[config.mk]
export PLATFORM = sky130hd
export DESIGN_NAME = cic_conv_ctrl
export DESIGN_NICKNAME = d
export VERILOG_FILES = /design/src/rtl/cic_conv_ctrl.sv
export SDC_FILE = /design/constraint.sdc
export NUM_CORES = 1
export LEC_CHECK = 0
export ABC_AREA = 1
export CAP_MARGIN = 20
export CORE_ASPECT_RATIO = 1.4
export CORE_MARGIN = 3
export CORE_UTILIZATION = 45
export DETAILED_ROUTE_END_ITERATION = 10
export PLACE_DENSITY = 0.73
export SLEW_MARGIN = 20
export SYNTH_ARGS = -nofsm -noshare
export SYNTH_HDL_FRONTEND = slang
export SYNTH_SLANG_ARGS = --single-unit
[constraint.sdc]
create_clock -name clk -period 1.35 [get_ports clk]
set_input_delay 0.27 -clock clk [delete_from_list [all_inputs] [get_ports clk]]
set_output_delay 0.27 -clock clk [all_outputs]
set_load 0.01 [all_outputs]
[src/rtl/cic_conv_ctrl.sv]
// rtl/cic_conv_ctrl.sv - conversion sequencer and sample buffer for a CIC decimator
//
// Sequences one conversion: the CIC is held in reset (FLUSH), the first
// decimated samples are discarded while the filter settles (SETTLE), then the
// samples are buffered for a valid/ready consumer (RUN). Single-shot runs stop
// after num_samples strobes and pulse done. Continuous runs keep going until stop.
//
// Build option: define CIC_CTRL_FIFO_EN to use a 4-entry FIFO as the sample
// buffer. Without it, the buffer is a single holding register.
//
// Parameters:
//   NUMBITS        - sample width; matches the CIC output width
//   SETTLE_SAMPLES - decimated samples discarded after the flush
//   FLUSH_CYCLES   - clk cycles the CIC is held in reset at conversion start
//
// Ports:
//   clk          in   modulator clock, rising edge
//   reset_n      in   asynchronous active-low reset
//   start        in   pulse that begins a conversion (accepted in IDLE only)
//   stop         in   pulse that aborts or ends a conversion
//   continuous   in   1 = free-running, 0 = single-shot; sampled on start
//   num_samples  in   single-shot sample count; 0 means 256; sampled on start
//   cic_strobe   in   pulse when cic_out updates
//   cic_out      in   CIC decimated output
//   cic_rst_n    out  registered soft reset to the CIC, active low
//   sample_data  out  head of the sample buffer
//   sample_valid out  sample_data is valid
//   sample_ready in   consumer accepts sample_data
//   busy         out  registered, high whenever the FSM is not in IDLE
//   done         out  one-cycle pulse on single-shot completion
//   overflow     out  sticky, set when a sample is dropped; cleared by start

module cic_conv_ctrl #(
    parameter int NUMBITS        = 25,
    parameter int SETTLE_SAMPLES = 3,
    parameter int FLUSH_CYCLES   = 4
) (
    input  logic               clk,
    input  logic               reset_n,
    input  logic               start,
    input  logic               stop,
    input  logic               continuous,
    input  logic [7:0]         num_samples,
    input  logic               cic_strobe,
    input  logic [NUMBITS-1:0] cic_out,
    output logic               cic_rst_n,
    output logic [NUMBITS-1:0] sample_data,
    output logic               sample_valid,
    input  logic               sample_ready,
    output logic               busy,
    output logic               done,
    output logic               overflow
);

    localparam int FW = (FLUSH_CYCLES > 1) ? $clog2(FLUSH_CYCLES + 1) : 1;

    typedef enum logic [1:0] {
        IDLE   = 2'd0,
        FLUSH  = 2'd1,
        SETTLE = 2'd2,
        RUN    = 2'd3
    } state_t;

    state_t        state;
    state_t        state_n;
    logic          done_n;
    logic          start_ok;

    logic [FW-1:0] flush_cnt;
    logic [8:0]    settle_cnt;
    logic [8:0]    run_cnt;
    logic [8:0]    target;
    logic          cont_q;
    logic          run_last;

    logic          wr;
    logic          rd;
    logic          wr_acc;
    logic          drop;

    // start together with stop is ignored: stop wins
    assign start_ok = (state == IDLE) && start && !stop;
    assign run_last = ((run_cnt + 9'd1) == target);
    assign wr       = (state == RUN) && cic_strobe;

    // ------------------------------------------------------------------
    // Next-state logic
    // ------------------------------------------------------------------
    always_comb begin
        state_n = state;
        done_n  = 1'b0;
        case (state)
            IDLE: begin
                if (start_ok) begin
                    state_n = FLUSH;
                end
            end
            FLUSH: begin
                if (stop) begin
                    state_n = IDLE;
                end else if (flush_cnt == FW'(FLUSH_CYCLES - 1)) begin
                    state_n = (SETTLE_SAMPLES == 0) ? RUN : SETTLE;
                end
            end
            SETTLE: begin
                if (stop) begin
                    state_n = IDLE;
                end else if (cic_strobe && (settle_cnt == 9'(SETTLE_SAMPLES - 1))) begin
                    // the last discarded strobe itself moves us into RUN
                    state_n = RUN;
                end
            end
            RUN: begin
                if (stop) begin
                    state_n = IDLE;
                end else if (cic_strobe && !cont_q && run_last) begin
                    state_n = IDLE;
                    done_n  = 1'b1;
                end
            end
            default: begin
                state_n = IDLE;
            end
        endcase
    end

    // ------------------------------------------------------------------
    // State, counters and registered control outputs
    // ------------------------------------------------------------------
    always_ff @(posedge clk or negedge reset_n) begin
        if (!reset_n) begin
            state      <= IDLE;
            flush_cnt  <= '0;
            settle_cnt <= '0;
            run_cnt    <= '0;
            target     <= '0;
            cont_q     <= 1'b0;
            cic_rst_n  <= 1'b0;
            busy       <= 1'b0;
            done       <= 1'b0;
        end else begin
            state <= state_n;
            done  <= done_n;
            // registered from the next state so both outputs line up with state
            busy      <= (state_n != IDLE);
            cic_rst_n <= (state_n == SETTLE) || (state_n == RUN);

            flush_cnt <= (state == FLUSH) ? flush_cnt + FW'(1) : '0;

            if (state != SETTLE) begin
                settle_cnt <= '0;
            end else if (cic_strobe) begin
                settle_cnt <= settle_cnt + 9'd1;
            end

            if (state == IDLE) begin
                run_cnt <= '0;
            end else if (wr) begin
                // dropped samples count too
                run_cnt <= run_cnt + 9'd1;
            end

            if (start_ok) begin
                cont_q <= continuous;
                target <= (num_samples == 8'd0) ? 9'd256 : {1'b0, num_samples};
            end
        end
    end

    always_ff @(posedge clk or negedge reset_n) begin
        if (!reset_n) begin
            overflow <= 1'b0;
        end else if (start_ok) begin
            overflow <= 1'b0;
        end else if (drop) begin
            overflow <= 1'b1;
        end
    end

    // ------------------------------------------------------------------
    // Sample buffer
    // ------------------------------------------------------------------
`ifdef CIC_CTRL_FIFO_EN
    logic [NUMBITS-1:0] mem [4];
    logic [1:0]         wr_ptr;
    logic [1:0]         rd_ptr;
    logic [2:0]         count;
    logic               full;

    assign full         = (count == 3'd4);
    assign sample_valid = (count != 3'd0);
    assign sample_data  = mem[rd_ptr];
    assign rd           = sample_valid && sample_ready;
    // a read in the same cycle frees the slot, so a full FIFO still accepts
    assign wr_acc       = wr && (!full || rd);
    assign drop         = wr && full && !rd;

    always_ff @(posedge clk or negedge reset_n) begin
        if (!reset_n) begin
            for (int i = 0; i < 4; i++) begin
                mem[i] <= '0;
            end
            wr_ptr <= '0;
            rd_ptr <= '0;
            count  <= '0;
        end else begin
            if (wr_acc) begin
                mem[wr_ptr] <= cic_out;
                wr_ptr      <= wr_ptr + 2'd1;
            end
            if (rd) begin
                rd_ptr <= rd_ptr + 2'd1;
            end
            case ({wr_acc, rd})
                2'b10:   count <= count + 3'd1;
                2'b01:   count <= count - 3'd1;
                default: count <= count;
            endcase
        end
    end
`else
    logic full;

    assign full   = sample_valid;
    assign rd     = sample_valid && sample_ready;
    assign wr_acc = wr && (!full || rd);
    assign drop   = wr && full && !rd;

    // no bypass: a write into an empty register shows up the following cycle
    always_ff @(posedge clk or negedge reset_n) begin
        if (!reset_n) begin
            sample_data  <= '0;
            sample_valid <= 1'b0;
        end else if (wr_acc) begin
            sample_data  <= cic_out;
            sample_valid <= 1'b1;
        end else if (rd) begin
            sample_valid <= 1'b0;
        end
    end
`endif

endmodule

==> results.yml <==
critical_path:
  critical_path_required_ps: 1570
  worst_setup_path_start_kind: "flop"
  timing.critical_path.cells: "ha_2 > nand2_4 > nor2_4 > nand3_2 > nand3_1 > nand2_1 > nor2_4 > nand3_2 > nand2_2 > nand4_2"
  worst_path_max_delay_cell: "sky130_fd_sc_hd__dfrtp_1"
  timing.critical_path.slowest_cell_delay_ps: 370
  setup.worst_path.class: "flop to flop"
  crit_fanout: 5
  crit_path_end_kind: "flop"
  cp.arrival_ps: 1820
pwr:
  power-per-cell-area_nw_per_um2: 1125
  total_power_mw: 4.833
  portion_of_total_power_attributed_to_combinational_logic: 0.175
  static-leakage-power_nw: 2.211
  internal-power_mw: 3.559
  clockPowerShare: 0.377
  pwr-share-seq: 0.449
  power.ir.vdd_worst_mv: 1.074
  power.switching_fraction: 0.2636
  switching_power_mw: 1.274
sta:
  setup_slack_ps: -252.9
  worst-slew-pin-transition_ps: 452.9
  slew_violations: 0
  holdWs_ps: 412.9
  fmax_mhz: 623.9
  setup-tns-final_ps: -880.1
  report.final.hold_viol_count: 0
  grt_setup_unrepaired: "yes"
  timing.final.crit_period_ps: 1603
  fin_skew_ps: 9.928
  timing.final.crit_share: 1.187
  finalSetupViolCount: 4
  relative_max_transition_margin: 0.6980
clocking:
  path_clk_slew_ps: 70
  cts_made_buffers: 9
  cts_buffer_depth: 2
  cts_root_buffer: "sky130_fd_sc_hd__clkbuf_8"
  clk-insertion-delay-late_ps: 350
  cts_tree: "done"
  cts.sink_count: 62
  cts-htree-levels: 3
finish:
  final_layout_size_suffix_gt1_frac: 0.2786
  n_antenna_cell: 0
  fin_nets: 460
  final_cells: 492
  synthToLayoutAreaGrowth_pct: 43.88
global_routing:
  grt_pass1_wl_microns: 11080
  grt_pass1_vias: 2421
  grt_usage: 0.1925
  grt_antenna_before_repair: 0
  globalRouteOverflowTotal: 0
  grt_max_degree: 63
synth:
  synth_mux_area_frac: 0.1194
  async_set_or_reset_flop_fraction_in_the_synthesized_netlist: 1.000
  synth_adder_area_share: 0.02096
  synth.largest_area_cell: "sky130_fd_sc_hd__dfrtp_1"
  synth_simple_gate_area_frac: 0.2003
  synth_top_area_share: 0.5197
  synth_edf_count: 0
  yosys-top-cells-count: "62 x sky130_fd_sc_hd__dfrtp_1, 56 x sky130_fd_sc_hd__nand2_1, 40 x sky130_fd_sc_hd__inv_1, 23 x sky130_fd_sc_hd__nor2_1, 21 x sky130_fd_sc_hd__nand3_1"
  avg_synthesized_cell_area_sq_um: 9.951
  ys_top_cells_by_area: "sky130_fd_sc_hd__dfrtp_1 52%, sky130_fd_sc_hd__mux2_4 10%, sky130_fd_sc_hd__nand2_1 7.0%, sky130_fd_sc_hd__inv_1 5.0%, sky130_fd_sc_hd__nand3_1 3.5%"
  synth_warnings: 0
  synth_xor_area_frac: 0
  netlist_area_sq_um: 2985
  largest_family_of_logic_cells_by_synthesized_area: "simple AND/OR/NAND/NOR gates"
  synth_seq_area_share: 0.5197
  synth.ff_latch_count: 62
  synthesis.instances: 300
  synth.most_common_cell: "sky130_fd_sc_hd__dfrtp_1"
  number_of_unique_standard_cell_types_used_by_synthesis: 34
  synth_top_flop_cell: "sky130_fd_sc_hd__dfrtp_1"
  synth_fp_nets: 345
  synth_compound_gate_area_share: 0.06664
place:
  numPortBuffers: 69
  place_hpwl_microns: 5034
  globalplace.congestion: 0.8486
  pre_cts_slack_ps: -414.0
  dp.cells: 473
routing:
  average_vias_per_placed_instance: 5.055
  antenna_violating_nets_post_route: 0
  routed-via-count: 2487
  pre_antenna_drt_iters: 4
  residual_drc: 0
  wl_per_cell_microns: 14.48
  routed_wl_microns: 7124
  initialDrtViolationCount: 161
job:
  number_of_maximum_capacitance_violations: 0
floorplan:
  initial_core_util: 0.4710
  site_rows: 34
  core_area_sq_um: 6339
  floorplan_die_area_sq_um: 7662
  die_x_microns: 74.84
  die_height_microns: 102.4
  pin_count: 70
hold_path:
  hold_path.class: "input pin to flop"
run_status:
  failing_checks: "negative setup slack"
  outcome: "complete, but fails checks"
[power groups by stage]
stage                     Clock (mW)  Sequential [mW]  Combinational (mW)
after floorplan                    0             2.24               0.350
after global placement             0             2.20               0.896
after detailed placement           0             2.20               0.912
after CTS                       1.84             2.17               0.840
after global routing            1.93             2.19               0.931
final                           1.82             2.17               0.844
[critical path, delay by kind of cell (launching register included)]
family	cells	cell delay [ps]
adders and majority gates	1	220
DFF	1	370
and+or+nand+nor	9	890
[metal layers]
metal  routed length, microns  track usage  vias to the layer above  part of all wire
met5                        0            0                        -                 0
met4                      160      0.07671                        0             0.022
met3                      248      0.05807                       19             0.035
met2                     3934       0.3228                       41              0.55
met1                     2782       0.2270                     1217              0.39
li1                         -            -                     1210                 -
[placed cells by master, fill, tap and decap left out, drive strengths merged, types with 2 or more instances in the layout]
master | synthesis | routed
dlygate4sd2 | 0 | 28
ha | 5 | 5
bufinv | 0 | 2
inv | 42 | 42
dfrtp | 62 | 62
nor3 | 9 | 9
a21oi | 8 | 8
nand3 | 22 | 22
clkdlybuf4s15 | 0 | 3
mux2 | 25 | 25
nand4 | 2 | 2
buf | 4 | 39
nand2 | 60 | 60
nand3b | 2 | 2
nor2 | 28 | 28
o22ai | 6 | 6
clkdlybuf4s50 | 0 | 37
clkbuf | 0 | 10
clkinv | 1 | 4
o21ai | 19 | 19
[registers in the layout (all words and copies together) (netlist names)]
register      flops
sample_data      25
run_cnt           9
settle_cnt        9
target            9
flush_cnt         3
busy              1
cic_rst_n         1
cont_q            1
done              1
overflow          1
sample_valid      1
state             1
[timing repair]
item / in CTS / in global routing
setup buffers: 1 / 1
setup endpoints to repair: 54 / 38
hold endpoints to repair: 62 / 0
pin swaps: 2 / 10
gates resized for setup: 39 / 25
hold buffers: 1 / 0
[cells by family (layout without fill, tap and decap cells)]
kind of cell	after synthesis	count (layout)
simple gates	125	125
flops	62	62
buf+inv	47	167
compound gates	36	36
mux	25	25
fa+ha+maj	5	5
[layout make-up]
type | instances | area (sq um)
fill | 484 | 2043
sequential | 62 | 1554
tap | 72 | 90.09
clock buffer | 10 | 127.6
multi-input combinational | 191 | 1290
timing repair buffer | 108 | 985.9
inverter | 43 | 161.4
clock inverter | 6 | 86.33
[per-stage QoR]
stage          area [sq um]  utilization
2_1_floorplan          2987            -
3_3_place_gp           4001       0.6313
3_5_place_dp           4001       0.6313
4_1_cts                4213       0.6646
5_1_grt                4295       0.6777
6_report               4295       0.6777
[worst paths after layout]
path,slack (ps),from,end,depth (start not counted)
setup / recovery,-250,run_cnt[1],busy,10
hold / removal,410,cic_strobe,settle_cnt[0],3
setup reg to reg,-250,run_cnt[1],busy,10
hold reg to reg,430,flush_cnt[0],flush_cnt[0],1
max in group asynchronous,590,reset_n,cic_rst_n,3
min in group asynchronous,450,reset_n,sample_data[5],3
Note: power is estimated with default switching activity, not from simulation.
